## src/rtl/branch_resolve_if.sv

```systemverilog
// Bundle between decode, the comparator, fetch redirect and writeback for the
// execute-stage branch resolution unit.
interface branch_resolve_if #(
  parameter int XLEN  = 64,
  parameter int CNT_W = 32
);
  logic             in_valid;
  logic             in_ready;
  logic             in_jal;
  logic             in_jalr;
  logic [2:0]       in_funct3;
  logic [XLEN-1:0]  in_pc;
  logic [XLEN-1:0]  in_imm;
  logic [XLEN-1:0]  in_rs1;
  logic [XLEN-1:0]  in_rs2;
  logic             in_pred_taken;
  logic [XLEN-1:0]  in_pred_pc;
  logic [XLEN-1:0]  cmp_op1;
  logic [XLEN-1:0]  cmp_op2;
  logic             cmp_u;
  logic             cmp_eq;
  logic             cmp_less;
  logic             redirect_valid;
  logic             redirect_ready;
  logic [XLEN-1:0]  redirect_pc;
  logic             link_valid;
  logic [XLEN-1:0]  link_data;
  logic             exc_valid;
  logic [CNT_W-1:0] br_cnt;
  logic [CNT_W-1:0] mis_cnt;

  modport slave (
    input  in_valid, in_jal, in_jalr, in_funct3, in_pc, in_imm, in_rs1, in_rs2,
           in_pred_taken, in_pred_pc, cmp_eq, cmp_less, redirect_ready,
    output in_ready, cmp_op1, cmp_op2, cmp_u, redirect_valid, redirect_pc,
           link_valid, link_data, exc_valid, br_cnt, mis_cnt
  );

  modport master (
    output in_valid, in_jal, in_jalr, in_funct3, in_pc, in_imm, in_rs1, in_rs2,
           in_pred_taken, in_pred_pc, cmp_eq, cmp_less, redirect_ready,
    input  in_ready, cmp_op1, cmp_op2, cmp_u, redirect_valid, redirect_pc,
           link_valid, link_data, exc_valid, br_cnt, mis_cnt
  );
endinterface

```

## src/rtl/branch_resolve.sv

```systemverilog
// Execute-stage branch/jump resolution: registers the op, resolves it from the
// external comparator flags, and raises redirect, link and exception results.
module branch_resolve #(
  parameter int XLEN  = 64,
  parameter int CNT_W = 32
) (
  input logic             clk,
  input logic             rst_n,
  branch_resolve_if.slave bus
);
  typedef enum logic [1:0] {IDLE, EVAL, REDIRECT} state_t;

  state_t state, state_nxt;

  logic            jal_q, jalr_q, pred_taken_q;
  logic [2:0]      funct3_q;
  logic [XLEN-1:0] pc_q, imm_q, rs1_q, rs2_q, pred_pc_q;

  logic            accept, is_jump, taken, illegal, misalign, mispredict, exc;
  logic [XLEN-1:0] seq_pc, jump_sum, target, next_pc;

  assign accept      = bus.in_valid && (state == IDLE);
  assign bus.in_ready = (state == IDLE);
  assign bus.cmp_op1 = rs1_q;
  assign bus.cmp_op2 = rs2_q;
  assign is_jump     = jal_q || jalr_q;
  assign bus.cmp_u   = !is_jump && funct3_q[1];

  always_comb begin
    taken   = 1'b0;
    illegal = 1'b0;
    if (is_jump) begin
      taken = 1'b1;
    end else begin
      case (funct3_q)
        3'b000:         taken = bus.cmp_eq;
        3'b001:         taken = !bus.cmp_eq;
        3'b100, 3'b110: taken = bus.cmp_less;
        3'b101, 3'b111: taken = !bus.cmp_less;
        default:        illegal = 1'b1;
      endcase
    end
  end

  // JALR clears bit 0 of its sum; a set bit 1 on a taken target is misaligned.
  assign seq_pc     = pc_q + XLEN'(4);
  assign jump_sum   = rs1_q + imm_q;
  assign target     = jalr_q ? {jump_sum[XLEN-1:1], 1'b0} : (pc_q + imm_q);
  assign next_pc    = taken ? target : seq_pc;
  assign misalign   = taken && target[1];
  assign exc        = illegal || misalign;
  assign mispredict = !illegal &&
                      ((taken != pred_taken_q) || (taken && (target != pred_pc_q)));

  always_ff @(posedge clk or negedge rst_n) begin
    if (!rst_n) state <= IDLE;
    else        state <= state_nxt;
  end

  always_comb begin
    state_nxt = state;
    case (state)
      IDLE:     if (accept) state_nxt = EVAL;
      EVAL:     state_nxt = (mispredict && !exc) ? REDIRECT : IDLE;
      REDIRECT: if (bus.redirect_ready) state_nxt = IDLE;
      default:  state_nxt = IDLE;
    endcase
  end

  always_ff @(posedge clk or negedge rst_n) begin
    if (!rst_n) begin
      jal_q        <= 1'b0;
      jalr_q       <= 1'b0;
      funct3_q     <= '0;
      pc_q         <= '0;
      imm_q        <= '0;
      rs1_q        <= '0;
      rs2_q        <= '0;
      pred_taken_q <= 1'b0;
      pred_pc_q    <= '0;
    end else if (accept) begin
      jal_q        <= bus.in_jal;
      jalr_q       <= bus.in_jalr;
      funct3_q     <= bus.in_funct3;
      pc_q         <= bus.in_pc;
      imm_q        <= bus.in_imm;
      rs1_q        <= bus.in_rs1;
      rs2_q        <= bus.in_rs2;
      pred_taken_q <= bus.in_pred_taken;
      pred_pc_q    <= bus.in_pred_pc;
    end
  end

  // Results and statistics update once, on the single EVAL cycle.
  always_ff @(posedge clk or negedge rst_n) begin
    if (!rst_n) begin
      bus.redirect_valid <= 1'b0;
      bus.redirect_pc    <= '0;
      bus.link_valid     <= 1'b0;
      bus.link_data      <= '0;
      bus.exc_valid      <= 1'b0;
      bus.br_cnt         <= '0;
      bus.mis_cnt        <= '0;
    end else begin
      bus.link_valid <= 1'b0;
      bus.exc_valid  <= 1'b0;
      if (state == EVAL) begin
        bus.exc_valid <= exc;
        if (is_jump) begin
          bus.link_valid <= 1'b1;
          bus.link_data  <= seq_pc;
        end
        if (mispredict && !exc) begin
          bus.redirect_valid <= 1'b1;
          bus.redirect_pc    <= next_pc;
        end
        if (bus.br_cnt != '1) bus.br_cnt <= bus.br_cnt + CNT_W'(1);
        if (mispredict && (bus.mis_cnt != '1)) bus.mis_cnt <= bus.mis_cnt + CNT_W'(1);
      end
      if ((state == REDIRECT) && bus.redirect_ready) bus.redirect_valid <= 1'b0;
    end
  end
endmodule

```

## src/flat_wrapper.sv

```systemverilog
// flat-port wrapper written by rule: the top's interface ports become plain ports
module branch_resolve_flat 
#(
  parameter int XLEN  = 64,
  parameter int CNT_W = 32
)
  (clk, rst_n, bus_in_valid, bus_in_jal, bus_in_jalr, bus_in_funct3, bus_in_pc, bus_in_imm, bus_in_rs1, bus_in_rs2, bus_in_pred_taken, bus_in_pred_pc, bus_cmp_eq, bus_cmp_less, bus_redirect_ready, bus_in_ready, bus_cmp_op1, bus_cmp_op2, bus_cmp_u, bus_redirect_valid, bus_redirect_pc, bus_link_valid, bus_link_data, bus_exc_valid, bus_br_cnt, bus_mis_cnt);
  branch_resolve_if #(.XLEN(XLEN), .CNT_W(CNT_W)) bus_i ();
  input logic clk;
  input logic rst_n;
  input wire logic [$bits(bus_i.in_valid)-1:0] bus_in_valid;
  input wire logic [$bits(bus_i.in_jal)-1:0] bus_in_jal;
  input wire logic [$bits(bus_i.in_jalr)-1:0] bus_in_jalr;
  input wire logic [$bits(bus_i.in_funct3)-1:0] bus_in_funct3;
  input wire logic [$bits(bus_i.in_pc)-1:0] bus_in_pc;
  input wire logic [$bits(bus_i.in_imm)-1:0] bus_in_imm;
  input wire logic [$bits(bus_i.in_rs1)-1:0] bus_in_rs1;
  input wire logic [$bits(bus_i.in_rs2)-1:0] bus_in_rs2;
  input wire logic [$bits(bus_i.in_pred_taken)-1:0] bus_in_pred_taken;
  input wire logic [$bits(bus_i.in_pred_pc)-1:0] bus_in_pred_pc;
  input wire logic [$bits(bus_i.cmp_eq)-1:0] bus_cmp_eq;
  input wire logic [$bits(bus_i.cmp_less)-1:0] bus_cmp_less;
  input wire logic [$bits(bus_i.redirect_ready)-1:0] bus_redirect_ready;
  output wire logic [$bits(bus_i.in_ready)-1:0] bus_in_ready;
  output wire logic [$bits(bus_i.cmp_op1)-1:0] bus_cmp_op1;
  output wire logic [$bits(bus_i.cmp_op2)-1:0] bus_cmp_op2;
  output wire logic [$bits(bus_i.cmp_u)-1:0] bus_cmp_u;
  output wire logic [$bits(bus_i.redirect_valid)-1:0] bus_redirect_valid;
  output wire logic [$bits(bus_i.redirect_pc)-1:0] bus_redirect_pc;
  output wire logic [$bits(bus_i.link_valid)-1:0] bus_link_valid;
  output wire logic [$bits(bus_i.link_data)-1:0] bus_link_data;
  output wire logic [$bits(bus_i.exc_valid)-1:0] bus_exc_valid;
  output wire logic [$bits(bus_i.br_cnt)-1:0] bus_br_cnt;
  output wire logic [$bits(bus_i.mis_cnt)-1:0] bus_mis_cnt;
  assign bus_i.in_valid = bus_in_valid;
  assign bus_i.in_jal = bus_in_jal;
  assign bus_i.in_jalr = bus_in_jalr;
  assign bus_i.in_funct3 = bus_in_funct3;
  assign bus_i.in_pc = bus_in_pc;
  assign bus_i.in_imm = bus_in_imm;
  assign bus_i.in_rs1 = bus_in_rs1;
  assign bus_i.in_rs2 = bus_in_rs2;
  assign bus_i.in_pred_taken = bus_in_pred_taken;
  assign bus_i.in_pred_pc = bus_in_pred_pc;
  assign bus_i.cmp_eq = bus_cmp_eq;
  assign bus_i.cmp_less = bus_cmp_less;
  assign bus_i.redirect_ready = bus_redirect_ready;
  assign bus_in_ready = bus_i.in_ready;
  assign bus_cmp_op1 = bus_i.cmp_op1;
  assign bus_cmp_op2 = bus_i.cmp_op2;
  assign bus_cmp_u = bus_i.cmp_u;
  assign bus_redirect_valid = bus_i.redirect_valid;
  assign bus_redirect_pc = bus_i.redirect_pc;
  assign bus_link_valid = bus_i.link_valid;
  assign bus_link_data = bus_i.link_data;
  assign bus_exc_valid = bus_i.exc_valid;
  assign bus_br_cnt = bus_i.br_cnt;
  assign bus_mis_cnt = bus_i.mis_cnt;
  branch_resolve #(.XLEN(XLEN), .CNT_W(CNT_W)) u_core (.clk(clk), .rst_n(rst_n), .bus(bus_i));
endmodule
```

## config.mk

```make
export PLATFORM = sky130hd
export DESIGN_NAME = branch_resolve_flat
export DESIGN_NICKNAME = d
export VERILOG_FILES = /design/src/rtl/branch_resolve_if.sv /design/src/rtl/branch_resolve.sv /design/src/flat_wrapper.sv
export SDC_FILE = /design/constraint.sdc
export NUM_CORES = 1
export LEC_CHECK = 0
export CORE_UTILIZATION = 49
export CTS_CLUSTER_SIZE = 30
export DETAILED_ROUTE_END_ITERATION = 6
export HOLD_SLACK_MARGIN = 0.02
export PLACE_DENSITY = 0.81
export SYNTH_ARGS = -nofsm -noshare
export SYNTH_HDL_FRONTEND = slang
export SYNTH_SLANG_ARGS = --single-unit
```

## constraint.sdc

```tcl
create_clock -name clk -period 9 [get_ports clk]
set_input_delay 0.9 -clock clk [delete_from_list [all_inputs] [get_ports clk]]
set_output_delay 0.9 -clock clk [all_outputs]
set_load 0.02 [all_outputs]
```

[After elaboration in Yosys (flattened, before gate mapping)]
Cells that the tools add are included.
Operators by class
  reduce and logical (&&, ||, !) cells: 29
  $add $sub $neg: 5
  multiplexer cells: 16
  equal/unequal tests: 13
Operators by type and width (number)
  $add 64x64->64: 2
  $mux 64: 2
  $add 32x1->32 const B: 2
  $add 64x3->64 const B: 1
  $ne 32x32->1 const B: 2
  $ne 64x64->1: 1
  $eq 3x3->1 const B: 4
  $reduce_and 2->1: 6
  $mux 1: 9
  $logic_and 1x1->1: 8
  $mux 2: 3
  $pmux 2 s3: 1
  $reduce_or 6->1: 1
  $logic_not 1->1: 5
  $pmux 1 s4: 1
  $reduce_bool 2->1: 2
  $reduce_or 2->1: 2
  $eq 3x1->1 const B: 1
  $logic_not 3->1: 1
  $logic_or 1x1->1: 3
  $eq 2x1->1 const B: 1
  $eq 2x2->1 const B: 1
  $logic_not 2->1: 1
  $ne 2x1->1 const B: 1
  other kinds (2): 2
Storage, ports and cells
  flip-flop bits (word level): 523

[Depth between registers and ports, before layout]
Gate-level depths: netlist of run 1.
  depth after elaboration: 11
  mapped depth: 18

[Worst setup path after synthesis of run 1]
No wires, ideal clock.
  path type: register to register
  start point: register u_core.imm_q[0]
  end point: register u_core.bus.redirect_pc[12]
  library setup time: 0.128 ns
  setup slack: 4.183 ns
  period minus slack after synthesis: 4.817 ns
  data arrival time: 4.690 ns
  stages on the path, launching flop included: 19
  cell sequence: dfrtp_1 -> ha_1 -> inv_1 -> fa_1 -> nand2b_1 -> a21o_1 -> a2111oi_1 -> o21ai_0 -> o311ai_1 -> a31oi_1 -> o21ai_1 -> xor2_1 -> xnor2_1 -> a22oi_1 -> or4_1 -> nor4_4 -> nor2_2 -> buf_6 -> mux2_1
Between the ends
  longest elaborated chain between the ends: 8
  elaborated cells between the ends (all ways): 13
  classes of those cells: add/sub (2); eq/ne (1); mux (2); reduce/logical (8)
Ends and longest elaborated chain
  start, declared: RTL line branch_resolve.sv:17  | logic [XLEN-1:0] pc_q, imm_q, rs1_q, rs2_q, pred_pc_q;
  start signal, assigned: RTL line branch_resolve.sv:86  | imm_q <= bus.in_imm;
  $add 64x64->64 (on tied branches): RTL line branch_resolve.sv:48, branch_resolve.sv:47
  $mux 64 (*): RTL line branch_resolve.sv:48  | assign target = jalr_q ? {jump_sum[XLEN-1:1], 1'b0} : (pc_q + imm_q);
  $ne 64x64->1: RTL line branch_resolve.sv:53  | ((taken != pred_taken_q) || (taken && (target != pred_pc_q)));
  $logic_and 1x1->1: RTL line branch_resolve.sv:53
  $logic_or 1x1->1: RTL line branch_resolve.sv:53
  $logic_and 1x1->1: RTL line branch_resolve.sv:52  | assign mispredict = !illegal &&
  $logic_and 1x1->1: RTL line branch_resolve.sv:113  | if (mispredict && !exc) begin
  $reduce_and 2->1 (no line)
  end signal, assigned: RTL line branch_resolve.sv:115  | bus.redirect_pc <= next_pc;
  end, declared: RTL line branch_resolve_if.sv:35  | output in_ready, cmp_op1, cmp_op2, cmp_u, redirect_valid, redirect_pc,
Mark *: on every way between the ends. The rest lies on a longest branch, timed or not.
A chain may end at the register's enable or synchronous reset.

[Worst setup path after layout of run 1]
  start point: register u_core.imm_q[0]
  end point: register u_core.bus.redirect_pc[43]
The elaborated chain is that of the path after synthesis.

==> impl_summary.txt, run 1 <==
----------------------------------------------------
[STA]
  Final TNS setup ... 0 ps
  Minimum clock period ... 6776 ps
  Unrepaired setup endpoints after global routing ... no
  Actual transition at the worst max-transition pin ... 1209 ps
  Final worst clock skew ... 47.61 ps
  Maximum clock frequency ... 147.6 MHz
  Remaining max-slew budget at the tightest pin ... 18.66%
  Final Hold Viols ... 0
  Final setup violating endpoints ... 0
  Number of max-slew violations in the final report ... 0
  Final period utilization ... 75.29%

[Die]
  Die area ... 68550 µm²
  Width of the die ... 261.8 µm
  Top-level I/O count ... 657
  Initial Util ... 49.87%
  Number of rows in the core area ... 94
  Standard cell core area ... 66330 µm²
  Die Span Y ... 261.8 µm

[Routing]
  Wire per inst ... 27.44 µm
  Vias/cell ... 6.282
  Sum of met3 wire segment lengths after detailed routing ... 12.88 mm
  Highest metal used ... met5
  Number of DRC markers in iteration 0 ... 3710
  DRC viols ... 4
  Met1 Routed Length ... 55.04 mm
  Count of antenna-violating nets left after detailed routing ... 0
  Wire length after detailed routing ... 135.0 mm
  Met2 Wirelength ... 61.51 mm
  Router iterations before antenna repair ... 7
  Total via count in the routed design ... 30910

[Worst hold path]
  Type of the most critical hold path ... in -> async

[Finish]
  Fraction of final layout cells sized beyond drive strength 1 ... 13.13%
  Leading cell types in the layout, fill and taps excluded ... clkdlybuf4s50_1 (655), dfrtp_1 (522), nand2_1 (406)
  Final #Nets ... 4468
  Number of filler cells placed in the layout ... 5399
  Most common cell after layout, fill and taps aside ... clkdlybuf4s50_1
  Layout overhead on the synthesized area ... 27.65%

[Flow run]
  # Max-Cap Violations ... 0

[GRT]
  Total global routing overflow ... 0
  Vias in the first global route ... 30300
  Initial antenna violation count ... 12
  Pin count of the biggest net entering global routing ... 145
  Global routing usage summed across all routing layers ... 38.34%
  First-pass GRT wire length ... 196.4 mm

[Clock network]
  Number of setup buffers added after CTS ... 0
  TritonCTS buffer count ... 56
  Clock transition at path regs ... 60 ps
  Resize count post-CTS ... 0
  Clock latency at the later pin of the worst-skew pair ... 680 ps
  Number of buffers added to fix hold violations after cts ... 0
  CTS max path bufs ... 3
  H-tree levels ... 2
  CTS tree ... built
  Number of sinks handled by clock tree synthesis ... 523
  CTS Root Cell ... clkbuf_16

[Place]
  Routability congestion estimate ... 1.080
  Count of buffers inserted at the top-level ports ... 656
  Hpwl dp ... 106.5 mm

[Setup path]
  Most frequent CP cell ... buf_4
  CP max-delay cell ... o311ai_1
  CP endpoint kind ... register
  Path type of the worst setup path ... reg -> reg
  Max Fanout on Critical Path ... 36
  Critical path launch point type ... register
  Data required time of the worst path ... 9520 ps
  Slowest Stage Delay on Critical Path ... 1030 ps
  Worst endpoint data arrival time ... 7290 ps
  CP cell instances ... ha_1, inv_1, fa_1, nand2b_1, a21o_1, a2111oi_1, buf_4, o21ai_0, o311ai_1, xor2_1, nor2_1, a21oi_1, xnor2_1, o311ai_0, or4_1, nor4_4, buf_4, nor2_4, buf_4, mux2_1

[Logic synthesis]
  Number of synthesized flops with an enable pin ... 0
  Main flop type after synthesis ... dfrtp_1
  Count of distinct cell types in the synthesized netlist ... 87
  Sequential-to-total area share from yosys stat ... 39.56%
  Async S/R FF share, synth ... 100.0%
  Cell Area, Synth ... 33080 µm²
  Yosys synthesis warning count ... 0
  Avg Cell Area, Syn ... 9.599 µm²
  Syn Inst Count ... 3446
  Net count after synthesis ... 3908
  Flip-flop and latch count after synthesis ... 523

[Run status]
  Violations in the final reports ... DRC
  Status ... finished with violations

----------------------------------------------------
==> cell usage after synthesis, drive strengths merged (12+ instances only) <==
cell,count,area (µm²)
ha,128,1602
nor2,206,775.8
and3,41,256.5
mux2,380,4474
buf,26,153.9
nor2b,13,81.33
nor4,22,158.9
nor3,73,365.4
o31ai,21,162.6
and2,14,87.58
a211oi,22,175.2
and4,20,175.2
mux2i,60,600.6
o21a,25,187.7
clkbuf,157,589.3
nand4,96,600.6
xor2,140,1226
or2,12,75.07
o21ai,226,1131
or3,21,131.4
a21o,43,322.8
inv,49,183.9
nand2b,14,87.58
nand2,406,1524
a31oi,21,131.4
dfrtp,523,13090
o211ai,30,225.2
o21bai,20,150.1
a21oi,239,1200
nand3,89,445.4
xnor2,146,1279
==> layout make-up <==
type                       instances  area [µm²]  area share, %
clock buffer                      87        1698          4.021
clock inverter                    18       255.2         0.6045
timing repair buffer             685        6814          16.14
inverter                          50       187.7         0.4445
antenna                            3       7.507        0.01778
sequential                       523       13090          31.00
multi-input combinational       2690       19090          45.21
tap                              864        1081          2.560
==> critical path: cells and delay by family (launching register included) <==
| kind | cells | cell delay (ps) |
|---|---|---|
| multiplexers | 1 | 410 |
| buffers and inverters | 4 | 930 |
| XOR/XNOR | 2 | 530 |
| AO/OA/AOI/OAI | 6 | 2520 |
| AND/OR/NAND/NOR | 5 | 1090 |
| flip-flops | 1 | 430 |
| adder cells (fa/ha/maj) | 2 | 600 |
==> final timing paths <==
path	startpoint	end	slack, ps	cells past startpoint
max	u_core.imm_q[0]	u_core.bus.redirect_pc[43]	2220	20
min	rst_n	u_core.bus.cmp_op1[36]	270	1
max reg2reg	u_core.imm_q[0]	u_core.bus.redirect_pc[43]	2220	20
min reg2reg	u_core.bus.link_data[61]	u_core.bus.link_data[61]	480	2
max in group asynchronous	rst_n	u_core.bus.cmp_op1[3]	6530	3
min in group clk	u_core.bus.link_data[61]	u_core.bus.link_data[61]	480	2
==> metal layers <==
| metal | track usage [%] | vias up |
|---|---|---|
| li1 | - | 13630 |
| met4 | 14.26 | 18 |
| met2 | 60.52 | 1753 |
| met3 | 8.304 | 310 |
| met5 | 0 | - |
| met1 | 51.64 | 15200 |
==> cells by family (layout without fill, tap and decap cells) <==
kind of cell	count (synthesis)	count (layout)	share of synthesized area, %
AO/OA/AOI/OAI	769	769	14.39
XOR/XNOR	286	286	7.572
adder cells (fa/ha/maj)	130	130	4.963
buffers and inverters	233	840	2.814
flip-flops	523	523	39.56
multiplexers	440	440	15.34
other	0	3	0
AND/OR/NAND/NOR	1065	1065	15.35
==> stage by stage <==
| step | cell area (µm²) | worst slack [ps] | util (%) | hold slack (ps) | cells |
|---|---|---|---|---|---|
| 6_report | 42230 | 2224 | 63.66 | 274.1 | 4920 |
| 5_1_grt | 42230 | 2119 | 63.66 | 321.3 | 4920 |
| 4_1_cts | 42220 | 2444 | 63.65 | 309.7 | 4917 |
| 3_5_place_dp | 40270 | 2536 | 60.70 | 468.2 | 4812 |
| 3_3_place_gp | 40260 | 2473 | 60.70 | 459.5 | 4812 |
| 2_1_floorplan | 33080 | 4183 | - | 478.3 | 3446 |
==> sequential cells by signal, indices dropped and copies added (netlist names) <==
register / count
u_core.bus.cmp_op1: 64
u_core.bus.cmp_op2: 64
u_core.bus.link_data: 64
u_core.bus.redirect_pc: 64
u_core.imm_q: 64
u_core.pc_q: 64
u_core.pred_pc_q: 64
u_core.bus.br_cnt: 32
u_core.bus.mis_cnt: 32
u_core.funct3_q: 3
u_core.state: 2
u_core.bus.exc_valid: 1
u_core.bus.link_valid: 1
u_core.bus.redirect_valid: 1
u_core.jal_q: 1
u_core.jalr_q: 1
u_core.pred_taken_q: 1
Power of run 1 is not shown: default switching activity piles up to over one toggle a cycle in this logic, so the estimate is an artifact.
==> inputs of run 2 (changes only) <==
- clock period: 9 -> 7 ns (I/O delays scaled with it)
==> run 2 against run 1 <==
  * The run now ends clean
  * Die area stayed put
  * Wire length is 1.0% higher
  * Setup slack worse by 2100 ps
  * Clock-buffer cell count is 4 lower
  * Via count is 0.23% lower
  * Sequential share of layout area hardly changed
  * Utilization hardly changed
==> impl_summary.txt, run 2 (synthesis gave the netlist of run 1 again) <==
----------------------------------------------------
[Finish]
  Most common cell after layout, fill and taps aside ... clkdlybuf4s50_1
  Final #Nets ... 4474 (+0.13%)
  Leading cell types in the layout, fill and taps excluded ... clkdlybuf4s50_1 (655), dfrtp_1 (522), nand2_1 (406)
  Number of filler cells placed in the layout ... 5479 (+1.5%)
  Storage element area ... 13090 µm² (unchanged)
  Area of combinational cells with multiple inputs ... 19090 µm² (about the same)
  Fraction of final layout cells sized beyond drive strength 1 ... 13.17% (+0.040 points)
  Number of inserted diodes ... 0 (-3)
  Final instance area ... 42200 µm² (about the same)
  Layout overhead on the synthesized area ... 27.58% (about the same)

[Clock network]
  CTS max path bufs ... 3 (unchanged)
  Clock transition at path regs ... 60 ps (about the same)
  Number of sinks handled by clock tree synthesis ... 523 (unchanged)
  H-tree levels ... 2 (unchanged)
  TritonCTS buffer count ... 55 (-1.8%)
  CTS Root Cell ... clkbuf_16
  CTS tree ... built
  Number of setup buffers added after CTS ... 0 (unchanged)
  Resize count post-CTS ... 0 (unchanged)
  Clock latency at the later pin of the worst-skew pair ... 670 ps (about the same)

[Routing]
  Count of antenna-violating nets left after detailed routing ... 0 (unchanged)
  Router iterations before antenna repair ... 6 (-1)
  Wire per inst ... 27.73 µm (+1.0%)
  Wire length after detailed routing ... 136.4 mm (+1.0%)
  Number of DRC markers in iteration 0 ... 3883 (+4.7%)
  DRC viols ... 0 (-4)
  Vias/cell ... 6.268 (-0.23%)
  Total via count in the routed design ... 30840 (-0.23%)

[Setup path]
  Number of cells traversed by the worst register-to-register path ... 19 (-5.0%)
  CP cell instances ... ha_1, inv_1, fa_1, nand2b_1, a21o_1, a2111oi_1, buf_4, o21ai_0, o311ai_1, xor2_1, nor2_1, a21oi_1, xnor2_1, o311ai_0, or4_1, nor4_4, nor2_4, buf_4, mux2_1
  Reg2Reg Setup Slack ... 140 ps (-2090 ps)
  Critical path launch point type ... register
  Most frequent CP cell ... buf_4
  Crit path max-delay family ... compound AO/OA/AOI/OAI gates
  Data required time of the worst path ... 7500 ps (-2020 ps)
  Path type of the worst setup path ... reg -> reg
  Reg-to-Reg End ... u_core.bus.redirect_pc[23]
  Critical R2R Launch ... u_core.imm_q[0]
  Slowest Stage Delay on Critical Path ... 1180 ps (+150 ps)
  Max Fanout on Critical Path ... 33 (-8.3%)
  Worst endpoint data arrival time ... 7370 ps (+80 ps)
  CP endpoint kind ... register
  Worst path bufs/invs ... 3 (-1)
  CP max-delay cell ... o311ai_1

[STA]
  Number of max-slew violations in the final report ... 0 (unchanged)
  Remaining max-slew budget at the tightest pin ... 4.289% (-14 points)
  Maximum clock frequency ... 145.7 MHz (-1.3%)
  Final TNS setup ... 0 ps (unchanged)
  Unrepaired setup endpoints after global routing ... no
  Tightest hold margin ... 479.4 ps (+205.4 ps)
  Actual transition at the worst max-transition pin ... 1423 ps (+213.5 ps)
  Final worst clock skew ... 48.07 ps (+0.4611 ps)
  Minimum clock period ... 6862 ps (+86.59 ps)
  Final setup violating endpoints ... 0 (unchanged)
  Final Hold Viols ... 0 (unchanged)
  Final period utilization ... 98.03% (+23 points)

[Die]
  Die Span Y ... 261.8 µm (unchanged)
  Standard cell core area ... 66330 µm² (unchanged)
  Initial Util ... 49.87% (unchanged)
  Top-level I/O count ... 657 (unchanged)
  Die area ... 68550 µm² (unchanged)
  Width of the die ... 261.8 µm (unchanged)
  Number of rows in the core area ... 94 (unchanged)

[Flow run]
  # Max-Cap Violations ... 0 (unchanged)

[GRT]
  Total global routing overflow ... 0 (unchanged)
  Vias in the first global route ... 30050 (-0.82%)
  Pin count of the biggest net entering global routing ... 171 (+18%)
  First-pass GRT wire length ... 198.2 mm (+0.90%)
  Global routing usage summed across all routing layers ... 38.83% (+0.48 points)
  Initial antenna violation count ... 8 (-4)

[Run status]
  Status ... finished, final reports clean

[Place]
  Post-place instance area ... 40360 µm² (+0.24%)
  Hpwl dp ... 108.3 mm (+1.7%)
  Routability congestion estimate ... 1.065 (-1.4%)
  Count of buffers inserted at the top-level ports ... 656 (unchanged)

[Worst hold path]
  Worst min-delay path startpoint ... u_core.bus.link_data[58]
  Type of the most critical hold path ... reg -> reg
  Worst hold path stage count ... 2
  Hold Path End ... u_core.bus.link_data[58]

----------------------------------------------------
[run 2: cell count changes in the layout (fill, tap and decap cells not counted), sizes merged, moves of 2 or more]
cell | previous run | this run
diode | 3 | 0
buf | 30 | 36
clkinv | 12 | 17
inv | 51 | 49
bufinv | 3 | 1
clkbuf | 87 | 83
[run 2: worst max-delay path by stage]
stage	from	end	cells after the start
floorplan	u_core.imm_q[0]	u_core.bus.redirect_pc[12]	18
global placement	u_core.imm_q[0]	u_core.bus.mis_cnt[1]	19
detailed placement	u_core.imm_q[0]	u_core.bus.mis_cnt[1]	19
CTS	u_core.imm_q[0]	u_core.bus.redirect_pc[12]	19
global route	u_core.pc_q[0]	u_core.bus.redirect_pc[12]	19
finish	u_core.imm_q[0]	u_core.bus.redirect_pc[23]	19
[run 2: cell type report]
class	instances	share of cell area (%)
well taps	864	2.562
inverters	50	0.4477
repair buffers	692	16.39
clock inverters	18	0.4744
flip-flops and latches	523	31.02
multi-input cells	2690	45.24
clock buffers	83	3.866
[run 2: worst register-to-register path: stages, from the launching register on]
cell	delay, ps
dfrtp_1	390
ha_1	180
inv_1	50
fa_1	410
nand2b_1	190
a21o_1	210
a2111oi_1	480
buf_4	210
o21ai_0	120
o311ai_1	1180
xor2_1	200
nor2_1	60
a21oi_1	600
xnor2_1	380
o311ai_0	230
or4_1	600
nor4_4	350
nor2_4	50
buf_4	300
mux2_1	500
[run 2: routing by layer]
| metal | global-route usage [%] | vias to the layer above | share of wire [%] |
|---|---|---|---|
| li1 | - | 13640 | - |
| met1 | 52.80 | 15310 | 42 |
| met2 | 61.13 | 1567 | 46 |
| met3 | 8.603 | 303 | 8.7 |
| met4 | 13.05 | 14 | 3.8 |
| met5 | 0 | - | 0.068 |
[run 2: per-stage QoR]
step	utilization, %	worst slack, ps	cells
2_1_floorplan	-	2183	3446
5_1_grt	63.62	45.57	4920
4_1_cts	63.62	288.0	4920
6_report	63.62	137.7	4920
3_3_place_gp	60.85	359.3	4818
3_5_place_dp	60.85	320.8	4818
[run 2: timing repair]
action                     4_1_cts  5_1_grt
setup endpoints to repair        0        0
hold buffers                     1        0
hold endpoints to repair        38        0
Power of run 2 is left out for the same reason.
